File: config.mk
export PLATFORM = sky130hd
export DESIGN_NAME = ant_launcher
export DESIGN_NICKNAME = d
export VERILOG_FILES = /design/src/rtl/ant_launcher_pkg.sv /design/src/rtl/ant_outstanding_table.sv /design/src/rtl/ant_launcher.sv
export SDC_FILE = /design/constraint.sdc
export NUM_CORES = 1
export LEC_CHECK = 0
export CAP_MARGIN = 5
export CORE_UTILIZATION = 45
export DETAILED_ROUTE_END_ITERATION = 8
export PLACE_DENSITY = 0.7
export SLEW_MARGIN = 25
export SYNTH_ARGS = -nofsm -noshare
export SYNTH_HDL_FRONTEND = slang
export SYNTH_SLANG_ARGS = --single-unit
File: constraint.sdc
create_clock -name clk -period 11.25 [get_ports clk]
set_clock_uncertainty 0.15 [all_clocks]
set_input_delay 2.25 -clock clk [delete_from_list [all_inputs] [get_ports clk]]
set_output_delay 2.25 -clock clk [all_outputs]
set_load 0.02 [all_outputs]
File: src/rtl/ant_launcher_pkg.sv
// ant_launcher_pkg: mesh geometry, packet layout and ant helpers shared by the launcher slice
package ant_launcher_pkg;
  localparam int X_NODES = 4;
  localparam int Y_NODES = 4;
  localparam int NODES = X_NODES * Y_NODES;
  localparam int X_W = $clog2(X_NODES);
  localparam int Y_W = $clog2(Y_NODES);
  localparam int NODE_W = $clog2(NODES);
  localparam int MEM_DEPTH = 8;
  localparam int MEM_W = $clog2(MEM_DEPTH + 1);
  localparam int PAYLOAD_W = 8;
  localparam int ANT_TS_W = 16;
  localparam int ANT_CNT_W = 16;
  typedef logic [X_W-1:0] x_t;
  typedef logic [Y_W-1:0] y_t;
  typedef logic [NODE_W-1:0] node_t;
  typedef logic [ANT_TS_W-1:0] ts_t;
  typedef struct packed {
    logic ant;
    logic backward;
    x_t x_source;
    y_t y_source;
    x_t x_dest;
    y_t y_dest;
    logic [MEM_W-1:0] num_memories;
    logic [MEM_W-1:0] b_num_memories;
    logic [MEM_DEPTH-1:0][X_W-1:0] x_memory;
    logic [MEM_DEPTH-1:0][Y_W-1:0] y_memory;
    logic [PAYLOAD_W-1:0] payload;
  } packet_t;
  typedef enum logic [1:0] {S_IDLE, S_WAIT, S_PICK, S_SEND} state_t;
  function automatic node_t node_inc(input node_t n);
    return (n == node_t'(NODES - 1)) ? '0 : n + node_t'(1);
  endfunction
  function automatic node_t next_dest(input node_t n, input node_t self);
    node_t m;
    m = node_inc(n);
    return (m == self) ? node_inc(m) : m;
  endfunction
  function automatic x_t node_x(input node_t n);
    return x_t'(int'(n) % X_NODES);
  endfunction
  function automatic y_t node_y(input node_t n);
    return y_t'(int'(n) / X_NODES);
  endfunction
  function automatic packet_t build_ant(input x_t xs, input y_t ys, input node_t d);
    packet_t p;
    p = '0;
    p.ant = 1'b1;
    p.x_source = xs;
    p.y_source = ys;
    p.x_dest = node_x(d);
    p.y_dest = node_y(d);
    return p;
  endfunction
endpackage

File: src/rtl/ant_outstanding_table.sv
// ant_outstanding_table: CAM of in-flight ants keyed by destination, with age-based expiry
module ant_outstanding_table
  import ant_launcher_pkg::*;
#(
  parameter int DEPTH = 4,
  parameter int TIMEOUT = 512,
  localparam int CW = $clog2(DEPTH + 1)
) (
  input  logic          clk,
  input  logic          reset,
  input  ts_t           now,
  input  logic          alloc,
  input  x_t            alloc_x,
  input  y_t            alloc_y,
  input  logic          lookup,
  input  x_t            lookup_x,
  input  y_t            lookup_y,
  input  x_t            probe_x,
  input  y_t            probe_y,
  output logic          full,
  output logic          hit,
  output ts_t           hit_ts,
  output logic          probe_hit,
  output logic [CW-1:0] expired
);
  logic [DEPTH-1:0] valid, match, probe_m, exp_m, sel;
  x_t xs [DEPTH];
  y_t ys [DEPTH];
  ts_t ts [DEPTH];
  assign sel = ~valid & (valid + DEPTH'(1));
  assign full = &valid;
  assign hit = lookup && |match;
  assign probe_hit = |probe_m;
  // per-entry match and expiry; a return in the expiry cycle takes precedence over loss
  always_comb begin
    match = '0;
    probe_m = '0;
    exp_m = '0;
    hit_ts = '0;
    expired = '0;
    for (int i = 0; i < DEPTH; i++) begin
      match[i] = valid[i] && xs[i] == lookup_x && ys[i] == lookup_y;
      probe_m[i] = valid[i] && xs[i] == probe_x && ys[i] == probe_y;
      exp_m[i] = valid[i] && ts_t'(now - ts[i]) >= ts_t'(TIMEOUT) && !(lookup && match[i]);
      hit_ts = hit_ts | (match[i] ? ts[i] : '0);
      expired = expired + CW'(exp_m[i]);
    end
  end
  // entries freed this cycle only become allocatable next cycle
  always_ff @(posedge clk)
    for (int i = 0; i < DEPTH; i++) begin
      if (reset) valid[i] <= 1'b0;
      else if ((lookup && match[i]) || exp_m[i]) valid[i] <= 1'b0;
      else if (alloc && sel[i]) valid[i] <= 1'b1;
      if (alloc && sel[i]) begin
        xs[i] <= alloc_x;
        ys[i] <= alloc_y;
        ts[i] <= now;
      end
    end
endmodule

File: src/rtl/ant_launcher.sv
// ant_launcher: periodic forward-ant injection and backward-ant collection at a node's local port
module ant_launcher
  import ant_launcher_pkg::*;
#(
  parameter int X_LOC = 0,
  parameter int Y_LOC = 0,
  parameter int ANT_PERIOD = 64,
  parameter int MAX_OUTSTANDING = 4,
  parameter int TIMEOUT = 512
) (
  input  logic                 clk,
  input  logic                 reset,
  input  logic                 i_en,
  output packet_t              o_data,
  output logic                 o_data_val,
  input  logic                 i_data_ack,
  input  packet_t              i_data,
  input  logic                 i_data_val,
  output logic [ANT_CNT_W-1:0] o_ant_sent,
  output logic [ANT_CNT_W-1:0] o_ant_returned,
  output logic [ANT_CNT_W-1:0] o_ant_lost,
  output logic [ANT_CNT_W-1:0] o_ant_stray,
  output logic [ANT_TS_W-1:0]  o_rtt,
  output logic                 o_rtt_val
);
  localparam node_t SELF = node_t'(Y_LOC * X_NODES + X_LOC);
  localparam int PW = $clog2(ANT_PERIOD);
  localparam int EW = $clog2(MAX_OUTSTANDING + 1);
  state_t state, state_n;
  logic [PW-1:0] cnt;
  node_t ptr;
  ts_t now, hit_ts;
  logic full, hit, probe_hit, qual, go_send, skip, acked, unused_pkt;
  logic [EW-1:0] expired;
  assign qual = i_data_val && i_data.ant && i_data.backward &&
                i_data.x_dest == x_t'(X_LOC) && i_data.y_dest == y_t'(Y_LOC);
  assign unused_pkt = ^i_data;
  assign go_send = state == S_PICK && !full && !probe_hit;
  assign skip = state == S_PICK && !full && probe_hit;
  assign acked = state == S_SEND && i_data_ack;
  ant_outstanding_table #(.DEPTH(MAX_OUTSTANDING), .TIMEOUT(TIMEOUT)) u_table (
    .clk(clk),
    .reset(reset),
    .now(now),
    .alloc(acked),
    .alloc_x(node_x(ptr)),
    .alloc_y(node_y(ptr)),
    .lookup(qual),
    .lookup_x(i_data.x_source),
    .lookup_y(i_data.y_source),
    .probe_x(node_x(ptr)),
    .probe_y(node_y(ptr)),
    .full(full),
    .hit(hit),
    .hit_ts(hit_ts),
    .probe_hit(probe_hit),
    .expired(expired)
  );
  // launch sequencing: wait a period, pick a destination, hold the ant until acked
  always_comb begin
    state_n = state;
    case (state)
      S_IDLE: state_n = i_en ? S_WAIT : S_IDLE;
      S_WAIT: state_n = !i_en ? S_IDLE : (cnt == PW'(ANT_PERIOD - 1)) ? S_PICK : S_WAIT;
      S_PICK: state_n = go_send ? S_SEND : S_WAIT;
      S_SEND: state_n = i_data_ack ? S_WAIT : S_SEND;
      default: state_n = S_IDLE;
    endcase
  end
  // state, period counter, destination pointer (own index skipped while waiting) and timestamp
  always_ff @(posedge clk)
    if (reset) begin
      state <= S_IDLE;
      cnt <= '0;
      ptr <= '0;
      now <= '0;
    end else begin
      state <= state_n;
      cnt <= (state == S_WAIT && state_n == S_WAIT) ? cnt + PW'(1) : '0;
      ptr <= (acked || skip || (state == S_WAIT && ptr == SELF)) ? next_dest(ptr, SELF) : ptr;
      now <= now + ts_t'(1);
    end
  // registered ant output, held stable until the router accepts it
  always_ff @(posedge clk)
    if (reset) begin
      o_data <= '0;
      o_data_val <= 1'b0;
    end else begin
      if (go_send) o_data <= build_ant(x_t'(X_LOC), y_t'(Y_LOC), ptr);
      o_data_val <= go_send ? 1'b1 : acked ? 1'b0 : o_data_val;
    end
  // statistics and round-trip reporting
  always_ff @(posedge clk)
    if (reset) begin
      o_ant_sent <= '0;
      o_ant_returned <= '0;
      o_ant_lost <= '0;
      o_ant_stray <= '0;
      o_rtt <= '0;
      o_rtt_val <= 1'b0;
    end else begin
      o_ant_sent <= o_ant_sent + ANT_CNT_W'(acked);
      o_ant_returned <= o_ant_returned + ANT_CNT_W'(hit);
      o_ant_stray <= o_ant_stray + ANT_CNT_W'(qual && !hit);
      o_ant_lost <= o_ant_lost + ANT_CNT_W'(expired);
      o_rtt <= hit ? now - hit_ts : o_rtt;
      o_rtt_val <= hit;
    end
endmodule

---- After elaboration in Yosys (flattened, before gate mapping) ----
Memory sizes are Yosys's and may differ from the RTL's.
Cells that the tools add are included.
storage, ports and cells
  register bits ........................... 119
  RAM bits ................................ 80
  input port bits ......................... 63
  output and inout port bits .............. 140
  logic and storage cells ................. 201
  memories ................................ 3
memory list
  memory      depth  width  read ports  clocked after memory_dff  write ports  RTL line                     source
  u_table.ts  4      16     4           0                         1            ant_outstanding_table.sv:29  ts_t ts [DEPTH];
  u_table.xs  4      2      4           0                         1            ant_outstanding_table.sv:27  x_t xs [DEPTH];
  u_table.ys  4      2      4           0                         1            ant_outstanding_table.sv:28  y_t ys [DEPTH];
cells by class
  add/subtract/negate cells ............... 17
  $lt $le $gt $ge ......................... 4
  equality and inequality tests ........... 23
  mux-type cells .......................... 50
  bitwise gates (word level) .............. 6
  reductions and logical operators ........ 80
operators by type and width
  cell                                                   count
  two-way mux 16 bit                                     7
  subtractor 16 bit                                      5
  >= comparator 16 x 10 -> 1 bit, second input constant  4
  adder 16 x 1 -> 16 bit                                 3
  bitwise OR 16 bit                                      3
  OR reduction 16 bit                                    3
  logical AND 1 bit                                      44
  two-way mux 2 bit                                      19
  == test 2 bit                                          16
  OR reduction 2 bit                                     11
  two-way mux 1 bit                                      20
  adder 16 x 1 -> 16 bit, second input constant          1
  adder 16 x 3 -> 16 bit                                 1
  adder 4 x 1 -> 4 bit, second input constant            3
  two-way mux 4 bit                                      3
  == test 4 bit, second input constant                   2
  zero test 4 bit                                        2
  one-hot mux 2 bit (4 select lines)                     1
  OR reduction 4 bit                                     2
  zero test 1 bit                                        7
  adder 3 x 1 -> 3 bit                                   2
  adder 6 x 1 -> 6 bit, second input constant            1
  == test 6 bit, second input constant                   1
  zero test 2 bit                                        3
  other kinds (9)                                        16

---- Depth between registers and ports, before layout ----
Gate-level depths: netlist of run 1.
An unclocked memory read counts as a cell.
  word-level depth ........................ 13
  gate-level depth with buffers ........... 20
  mapped depth without buffers ............ 19

---- Modules after synthesis ----
Synthesis of run 1 repeated with hierarchy kept, for this count alone.
second synthesis, totals
  cell total of the unflattened synthesis .. 1249
  area, all modules ....................... 11666.2 um^2
modules (own cells, without submodules)
  module                 instances  cells each  area an instance (um^2)  seq. area each (um^2)
  ant_launcher           1          687         5920.7                   2302.2
  ant_outstanding_table  1          562         5745.5                   2482.4

---- Least setup slack after synthesis of run 1 ----
OpenSTA, ideal clock, no wires.
  path type ............................... input to register
  start ................................... in i_data[55] (netlist name)
  end ..................................... reg o_ant_lost[7]
  setup time .............................. 0.128 ns
  arrival ................................. 5.531 ns
  data required time ...................... 10.972 ns
  slack ................................... 5.442 ns
  stages on the path ...................... 19
  path buffers ............................ 3
  cell sequence ........................... buf_2 xnor2_1 nand2_1 nor4_4 clkbuf_1 nand2_1 nand2_1 a21oi_1 ha_1 fa_1 ha_1 ha_1 a21o_1 a21oi_1 nor2b_1 clkbuf_1 nand4_1 xor2_1 nor2_1
on the way
  word-level cells in the longest chain between the ends .. 10
  elaborated cells between the ends (all ways) .. 28
  classes of those cells .................. add/sub: 4; eq/ne: 4; reduce/logical: 20
ends and longest elaborated chain
  item                             RTL line                     source
  start: declaration               ant_launcher.sv:17           input packet_t i_data,
  == test 2 bit                    ant_outstanding_table.sv:42  match[i] = valid[i] && xs[i] == lookup_x && ys[i] == lookup_y;
  logical AND 1 bit (2 in series)  ant_outstanding_table.sv:42
  logical AND 1 bit                ant_outstanding_table.sv:44  exp_m[i] = valid[i] && ts_t'(now - ts[i]) >= ts_t'(TIMEOUT) && !(lookup && match[i]);
  zero test 1 bit                  ant_outstanding_table.sv:44
  logical AND 1 bit                ant_outstanding_table.sv:44
  adder 1 x 1 -> 2 bit             ant_outstanding_table.sv:46  expired = expired + CW'(exp_m[i]);
  adder 3 x 1 -> 3 bit             ant_outstanding_table.sv:46
  adder 3 x 1 -> 3 bit *           ant_outstanding_table.sv:46
  adder 16 x 3 -> 16 bit *         ant_launcher.sv:105          o_ant_lost <= o_ant_lost + ANT_CNT_W'(expired);
  end signal: assignment           ant_launcher.sv:105
  end: declaration                 ant_launcher.sv:21           output logic [ANT_CNT_W-1:0] o_ant_lost,
Mark *: on every way between the ends. The rest lies on a longest branch, timed or not.
A chain may end at the register's enable or synchronous reset.

---- Worst setup path in the final report of run 1 ----
  start ................................... in i_data[52] (netlist name)
  end ..................................... reg o_ant_lost[7]
on the way
  word-level cells in the longest chain between the ends .. 9
  elaborated cells between the ends (all ways) .. 24
  classes of those cells .................. add/sub: 4; eq/ne: 4; reduce/logical: 16
ends and longest elaborated chain
  item                      RTL line
  == test 2 bit             ant_outstanding_table.sv:42
  logical AND 1 bit         ant_outstanding_table.sv:42
  logical AND 1 bit         ant_outstanding_table.sv:44
  zero test 1 bit           ant_outstanding_table.sv:44
  logical AND 1 bit         ant_outstanding_table.sv:44
  adder 1 x 1 -> 2 bit      ant_outstanding_table.sv:46
  adder 3 x 1 -> 3 bit      ant_outstanding_table.sv:46
  adder 3 x 1 -> 3 bit *    ant_outstanding_table.sv:46
  adder 16 x 3 -> 16 bit *  ant_launcher.sv:105
Marked as above.

==> metrics.txt, run 1 <==
Cell Area, Synth=between 10000 and 15000 sq um; synth warn=0; Yosys top cell by area=edfxtp_1; Worst Path Required=about 11 ns; share of cells above drive strength 1=about 5.4%; RSZ-0062 raised after global routing=no; drc violations=0; worst hold slack=about 0.30 ns; Synth async-reset ratio=0%; vias in the first global route=7859; CTS tree=yes; Syn Inst Count=roughly 1200; initial antenna violation count=0; Min-Delay Path Class=reg -> reg; HPWL Detailed=about 17000 um; Die Footprint=25700 sq um; count of cell types in the netlist=a little under 80; Final Hold Viols=0; crit path cell chain=clkdlybuf4s50_1 -> xor2_1 -> nor4_4 -> buf_4 -> nand2_1 -> nand2_1 -> a21oi_1 -> ha_1 -> fa_1 -> ha_1 -> ha_1 -> a21o_1 -> a21oi_1 -> nor2b_1 -> nand4_1 -> xor2_1 -> nor2_1; DRT Pass-1 Iters=5; clk_lat worst skew=roughly 0.44 ns; nets=between 1000 and 1500; Crit. Startpoint=i_data[52]; critical path endpoint=o_ant_lost[7]; initial drt markers=610; post-CTS setup buffer count=0; gpl congestion=between 0.9 and 1; post-synth top area share=21.3%; Setup-failing EPs final=0; Die Wd=roughly 160 um; clock buffer depth=2; pre-CTS WS=approximately 4.8 ns; n_diodes=0; crit share post-route=roughly 54%; r2r setup slk=5.89 ns; fmax=165 MHz; number of port buffers=approximately 100; Worst Setup Path Type=in -> reg; Layout area overhead=15.2%; Synth area leaders=edfxtp_1 21%, dfxtp_1 21%, ha_1 10%, xor2_1 7.2%, nor2_1 4.1%; Resize count post-CTS=0; Ports=~200; CTS Buf Count=17; MaxCap Viol Count=0; GRT overflow=0; routed wire length=around 24000 um; Initial Util=a little under half; ys flop type=dfxtp_1; Final Max Tran Viols=0; vias after detailed routing=8300; min cycle time layout=roughly 6 ns; max incr delay on CP=between 0.5 and 0.6 ns; Slowest cell on crit path=clkdlybuf4s50_1; Critical Path Start Type=primary input; mean post-synth cell area=about 9.8 sq um; Clock Sinks=just under 200; crit-path leading delay family=adder cells; Cell Pwr Density=between 100 and 150 nW/um^2; ANT nets after route=0; hold_buf cts=0; chip height=~160 um; Core Box Area=around 24000 sq um; htree depth=4; first-pass GRT wire length=between 30000 and 40000 um; mean routed wirelength per cell=14.9 um; crit path DAT=6.22 ns; P_leak=about 5.3 nW; Vias per Instance=~5.3; CP most frequent cell=ha_1; Critical Path Stages=17; Reg2Reg Capture Point=o_ant_lost[7]; crit end category=register; EDFF count, synth=80; clk slew on worst S/H paths=0.07 ns; Slew headroom=between 40 and 50%; actual slew at the worst max-slew pin=about 0.90 ns; Worst R2R Start=now[7]; sequential fraction of the synthesis area=approximately 42%; Clock Tree Root=clkbuf_16; largest net degree at the start of global routing=83; Final TNS setup=0 ns; Worst Path Max Fanout=19; total global-route track usage=18.8%; WP buf/inv=2; fin worst setup slack=between 5 and 6 ns; outcome=finished clean; Yosys reg bits=about 200; row count=57; FF-to-FF path depth=18; maximum vdd drop=0.101 mV; overall power consumption=~1.4 mW
## state kept, by name, summed over array words and instances (netlist names)
register,cells
cnt,6
state,2
ptr,4
o_rtt,16
o_ant_stray,16
u_table.ts,64
o_ant_lost,16
o_rtt_val,1
o_data,5
u_table.xs,8
u_table.ys,8
o_data_val,1
u_table.valid,4
now,16
o_ant_sent,16
o_ant_returned,16
## area by class of cell
type / instances / area, sq um
timing repair buffer: 110 / 1080
fill: 2151 / 11500
multi-input combinational: 832 / 5820
clock inverter: 13 / 161
inverter: 76 / 285
sequential: 199 / 4780
clock buffer: 19 / 434
tap: 324 / 405
## layout by cell type, fill, tap and decap left out, types with 18 or more instances in the layout
| cell type | synthesis | layout |
|---|---|---|
| a21o_1 | 18 | 18 |
| a21oi_1 | 36 | 36 |
| and3_1 | 22 | 22 |
| clkdlybuf4s50_1 | 0 | 100 |
| conb_1 | 1 | 53 |
| dfxtp_1 | 119 | 119 |
| edfxtp_1 | 80 | 80 |
| ha_1 | 91 | 91 |
| inv_1 | 75 | 75 |
| nand2_1 | 54 | 54 |
| nand3_1 | 60 | 60 |
| nor2_1 | 123 | 121 |
| o21ai_0 | 18 | 18 |
| xnor2_1 | 37 | 37 |
| xor2_1 | 92 | 92 |
## kinds of logic after synthesis
family | synth area share (%)
simple gates | 16.4
xor+xnor | 10.0
fa+ha+maj | 10.6
mux | 0.622
flops | 42.5
compound gates | 12.1
buf+inv | 7.68
other cells | 0.0333
## report_power, final
group          leakage, nW  switching [mW]  internal [mW]
clock                0.291           0.297          0.320
combinational         3.35          0.0408         0.0189
sequential            1.70         0.00603          0.747
total                 5.35           0.344           1.09
## worst min path at each step
stage / start / to / cells past startpoint
detailed placement: cnt[0] / cnt[0] / 1
global placement: cnt[0] / cnt[0] / 1
global route: cnt[0] / cnt[0] / 1
floorplan: cnt[0] / cnt[0] / 1
CTS: o_rtt[8] / o_rtt[8] / 2
finish: o_rtt[8] / o_rtt[8] / 2
## cells in the mapped netlist (17+ instances only)
cell type	number
edfxtp_1	80
nand3_1	60
xor2_1	92
a21o_1	18
nand2_1	54
clkbuf_1	29
nor3_1	17
dfxtp_1	119
a221oi_1	17
and3_1	22
buf_4	53
o21ai_0	18
nor2_1	123
inv_1	75
xnor2_1	37
ha_1	91
a21oi_1	36
## worst reg2reg max path, cell delays in order (launching register included)
cell and delay, ns:
dfxtp_1 0.61, ha_1 0.34, a21o_1 0.19, a21oi_1 0.26, nor3b_2 0.25, a211oi_1 0.10, a2111oi_0 0.58, mux2i_1 0.30
a21oi_1 0.10, ha_1 0.32, fa_1 0.41, ha_1 0.33, ha_1 0.29, a21o_1 0.11, a21oi_1 0.07, nor2b_1 0.43
nand4_1 0.17, xor2_1 0.16, nor2_1 0.05
## routing by layer
| metal | track usage (%) | routed length, um | vias up |
|---|---|---|---|
| met5 | 0 | 0 | - |
| met4 | 5.67 | 296 | 0 |
| met3 | 2.70 | 993 | 23 |
| met2 | 30.8 | 11000 | 193 |
| met1 | 25.7 | 11200 | 3949 |
| li1 | - | - | 4135 |
## metrics by stage
stage | utilization, % | std cells | area (sq um)
3_5_place_dp | 50.6 | 1541 | 12400
4_1_cts | 53.0 | 1573 | 13000
6_report | 53.0 | 1573 | 13000
5_1_grt | 53.0 | 1573 | 13000
2_1_floorplan | - | 1202 | 11500
3_3_place_gp | 50.6 | 1541 | 12400
(Power assumes the default switching activity.)
==> inputs of run 2 (changes only) <==
==> constraint.sdc (replaced) <==
create_clock -name clk -period 6.3 [get_ports clk]
set_clock_uncertainty 0.15 [all_clocks]
set_input_delay 1.26 -clock clk [delete_from_list [all_inputs] [get_ports clk]]
set_output_delay 1.26 -clock clk [all_outputs]
set_load 0.02 [all_outputs]
==> run 2 against run 1 <==
  * Sequential share of layout area is 0.21 points lower
  * Sequential power is 78% higher
  * Non-clock buffer count up 10
  * Critical path type is now reg -> reg
  * Clock power rose by 80%
  * First-iteration DRC count up 11%
  * Combinational power up 89%
  * Routed wire length rose by 4.9%
  * Worst hold slack got worse by 0.0035 ns
  * Critical path depth rose by 1
==> metrics.txt, run 2 (same netlist as run 1, synthesis figures left out) <==
overall power consumption=2.56 mW (was 1.43 mW); fill cell count=2141 (was 2151); Worst Path Max Fanout=7 (was 19); first-pass GRT wire length=40400 um (was 39300 um); Final Hold Viols=0 (unchanged); mean routed wirelength per cell=15.6 um (was 14.9 um); post-CTS setup buffer count=0 (unchanged); worst hold slack=0.299 ns (was 0.303 ns); crit end category=register (unchanged); n_diodes=0 (unchanged); row count=57 (unchanged); maximum vdd drop=0.189 mV (was 0.101 mV); clk slew on worst S/H paths=0.08 ns (was 0.07 ns); crit share post-route=between 80% and 90%; most frequent cells in the layout=121 x nor2_1, 119 x dfxtp_1, 100 x clkdlybuf4s50_1 (unchanged); chip height=160 um (unchanged); MaxCap Viol Count=0 (unchanged); largest net degree at the start of global routing=63 (was 83); vias after detailed routing=8424 (was 8300); ANT nets after route=0 (unchanged); Worst Path Required=6.46 ns (was 11.40 ns); crit-path leading delay family=adder cells (unchanged); vias in the first global route=8014 (was 7859); Core Util, Final=53.3% (was 53.0%); crit path DAT=5.40 ns (was 6.22 ns); WP buf/inv=0 (was 2); Ports=203 (unchanged); RSZ-0062 raised after global routing=no (unchanged); Core Box Area=24500 sq um (unchanged); fmax=around 190 MHz; total global-route track usage=19.5% (was 18.8%); clk_lat worst skew=0.44 ns (about the same); initial drt markers=675 (was 610); HPWL Detailed=17700 um (was 17100 um); CTS Buf Count=17 (unchanged); min cycle time layout=5.23 ns; share of cells above drive strength 1=6.20% (was 5.44%); GRT overflow=0 (unchanged); Cell Pwr Density=196 nW/um^2 (was 110 nW/um^2); CP most frequent cell=ha_1 (unchanged); drc violations=0 (unchanged); hold_buf cts=0 (unchanged); gpl congestion=0.836 (was 0.903); Final TNS setup=0 ns (unchanged); Slowest cell on crit path=a2111oi_0 (was clkdlybuf4s50_1); number of port buffers=101 (unchanged); max reg flops=64 (unchanged); max incr delay on CP=0.60 ns (was 0.57 ns); Resize count post-CTS=0 (unchanged); Final Max Tran Viols=0 (unchanged); clock buffer depth=2 (unchanged); nets=1403 (was 1393); htree depth=4 (unchanged); Layout area overhead=15.8% (was 15.2%); DRT Pass-1 Iters=5 (unchanged); Initial Util=46.0% (unchanged); initial antenna violation count=0 (unchanged); Clock Tree Root=clkbuf_16 (unchanged); CTS tree=yes (unchanged); Clock Sinks=199 (unchanged); Die Wd=160 um (unchanged); routed wire length=24700 um (was 23500 um); P_leak=5.40 nW (was 5.35 nW); most common cell after layout, fill and taps aside=nor2_1 (unchanged); Reg with most FFs=u_table.ts (unchanged); crit path cell chain=ha_1 -> a21o_1 -> a21oi_1 -> nor3b_2 -> a211oi_1 -> a2111oi_0 -> mux2i_1 -> a21oi_1 -> ha_1 -> fa_1 -> ha_1 -> ha_1 -> a21o_1 -> a21oi_1 -> nor2b_1 -> nand4_1 -> xor2_1 -> nor2_1 (was clkdlybuf4s50_1 -> xor2_1 -> nor4_4 -> buf_4 -> nand2_1 -> nand2_1 -> a21oi_1 -> ha_1 -> fa_1 -> ha_1 -> ha_1 -> a21o_1 -> a21oi_1 -> nor2b_1 -> nand4_1 -> xor2_1 -> nor2_1); Slew headroom=57.1% (was 40.0%); Setup-failing EPs final=0 (unchanged); outcome=finished clean (unchanged); Critical Path Start Type=register (was primary input); Die Footprint=25700 sq um (unchanged); actual slew at the worst max-slew pin=0.627 ns (was 0.899 ns); Vias per Instance=5.32 (was 5.28); Min-Delay Path Class=reg -> reg (unchanged); Worst Setup Path Type=reg -> reg (was in -> reg)
## run 2: worst reg2reg max path, cell delays in order, from the launching register on
cell and delay (ns):
dfxtp_1 0.43, ha_1 0.29, a21o_1 0.19, a21oi_1 0.26, nor3b_2 0.25, a211oi_1 0.10, a2111oi_0 0.60, mux2i_1 0.30
a21oi_1 0.11, ha_1 0.34, fa_1 0.41, ha_1 0.33, ha_1 0.29, a21o_1 0.11, a21oi_1 0.07, nor2b_1 0.46
nand4_1 0.19, xor2_1 0.16, nor2_1 0.05
## run 2: area by class of cell
| type | count | area, sq um | area share (%) |
|---|---|---|---|
| Inverter | 76 | 285 | 2.19 |
| Clock inverter | 13 | 156 | 1.20 |
| Timing Repair Buffer | 120 | 1150 | 8.83 |
| Clock buffer | 19 | 437 | 3.35 |
| Tap cell | 324 | 405 | 3.11 |
| Multi-Input combinational cell | 832 | 5820 | 44.6 |
| Sequential cell | 199 | 4780 | 36.7 |
## run 2: metal layers
layer	global-route usage (%)	wire length [um]
met4	7.10	523
met1	25.5	11500
met2	32.9	11600
met3	2.62	1060
met5	0	0
## run 2: per-stage QoR
stage / std cells / instance area (sq um) / worst slack (ns)
3_3_place_gp: 1551 / 12400 / 0.861
2_1_floorplan: 1202 / 11500 / 1.48
3_5_place_dp: 1551 / 12400 / 0.778
6_report: 1583 / 13000 / 1.07
4_1_cts: 1583 / 13000 / 1.02
5_1_grt: 1583 / 13000 / 0.762
## run 2: where the power goes
part | switching, mW | internal (mW)
clock network | 0.533 | 0.572
logic | 0.0783 | 0.0350
registers | 0.00582 | 1.33
## run 2: path summary, 6_finish.rpt
| path | cells past startpoint | from | endpoint | slack, ns |
|---|---|---|---|---|
| worst max-delay path | 18 | now[7] | o_ant_lost[15] | 1.07 |
| worst max register to register | 18 | now[7] | o_ant_lost[15] | 1.07 |
| worst min register to register | 2 | o_data[57] | o_data[57] | 0.30 |
| worst min-delay path | 2 | o_data[57] | o_data[57] | 0.30 |
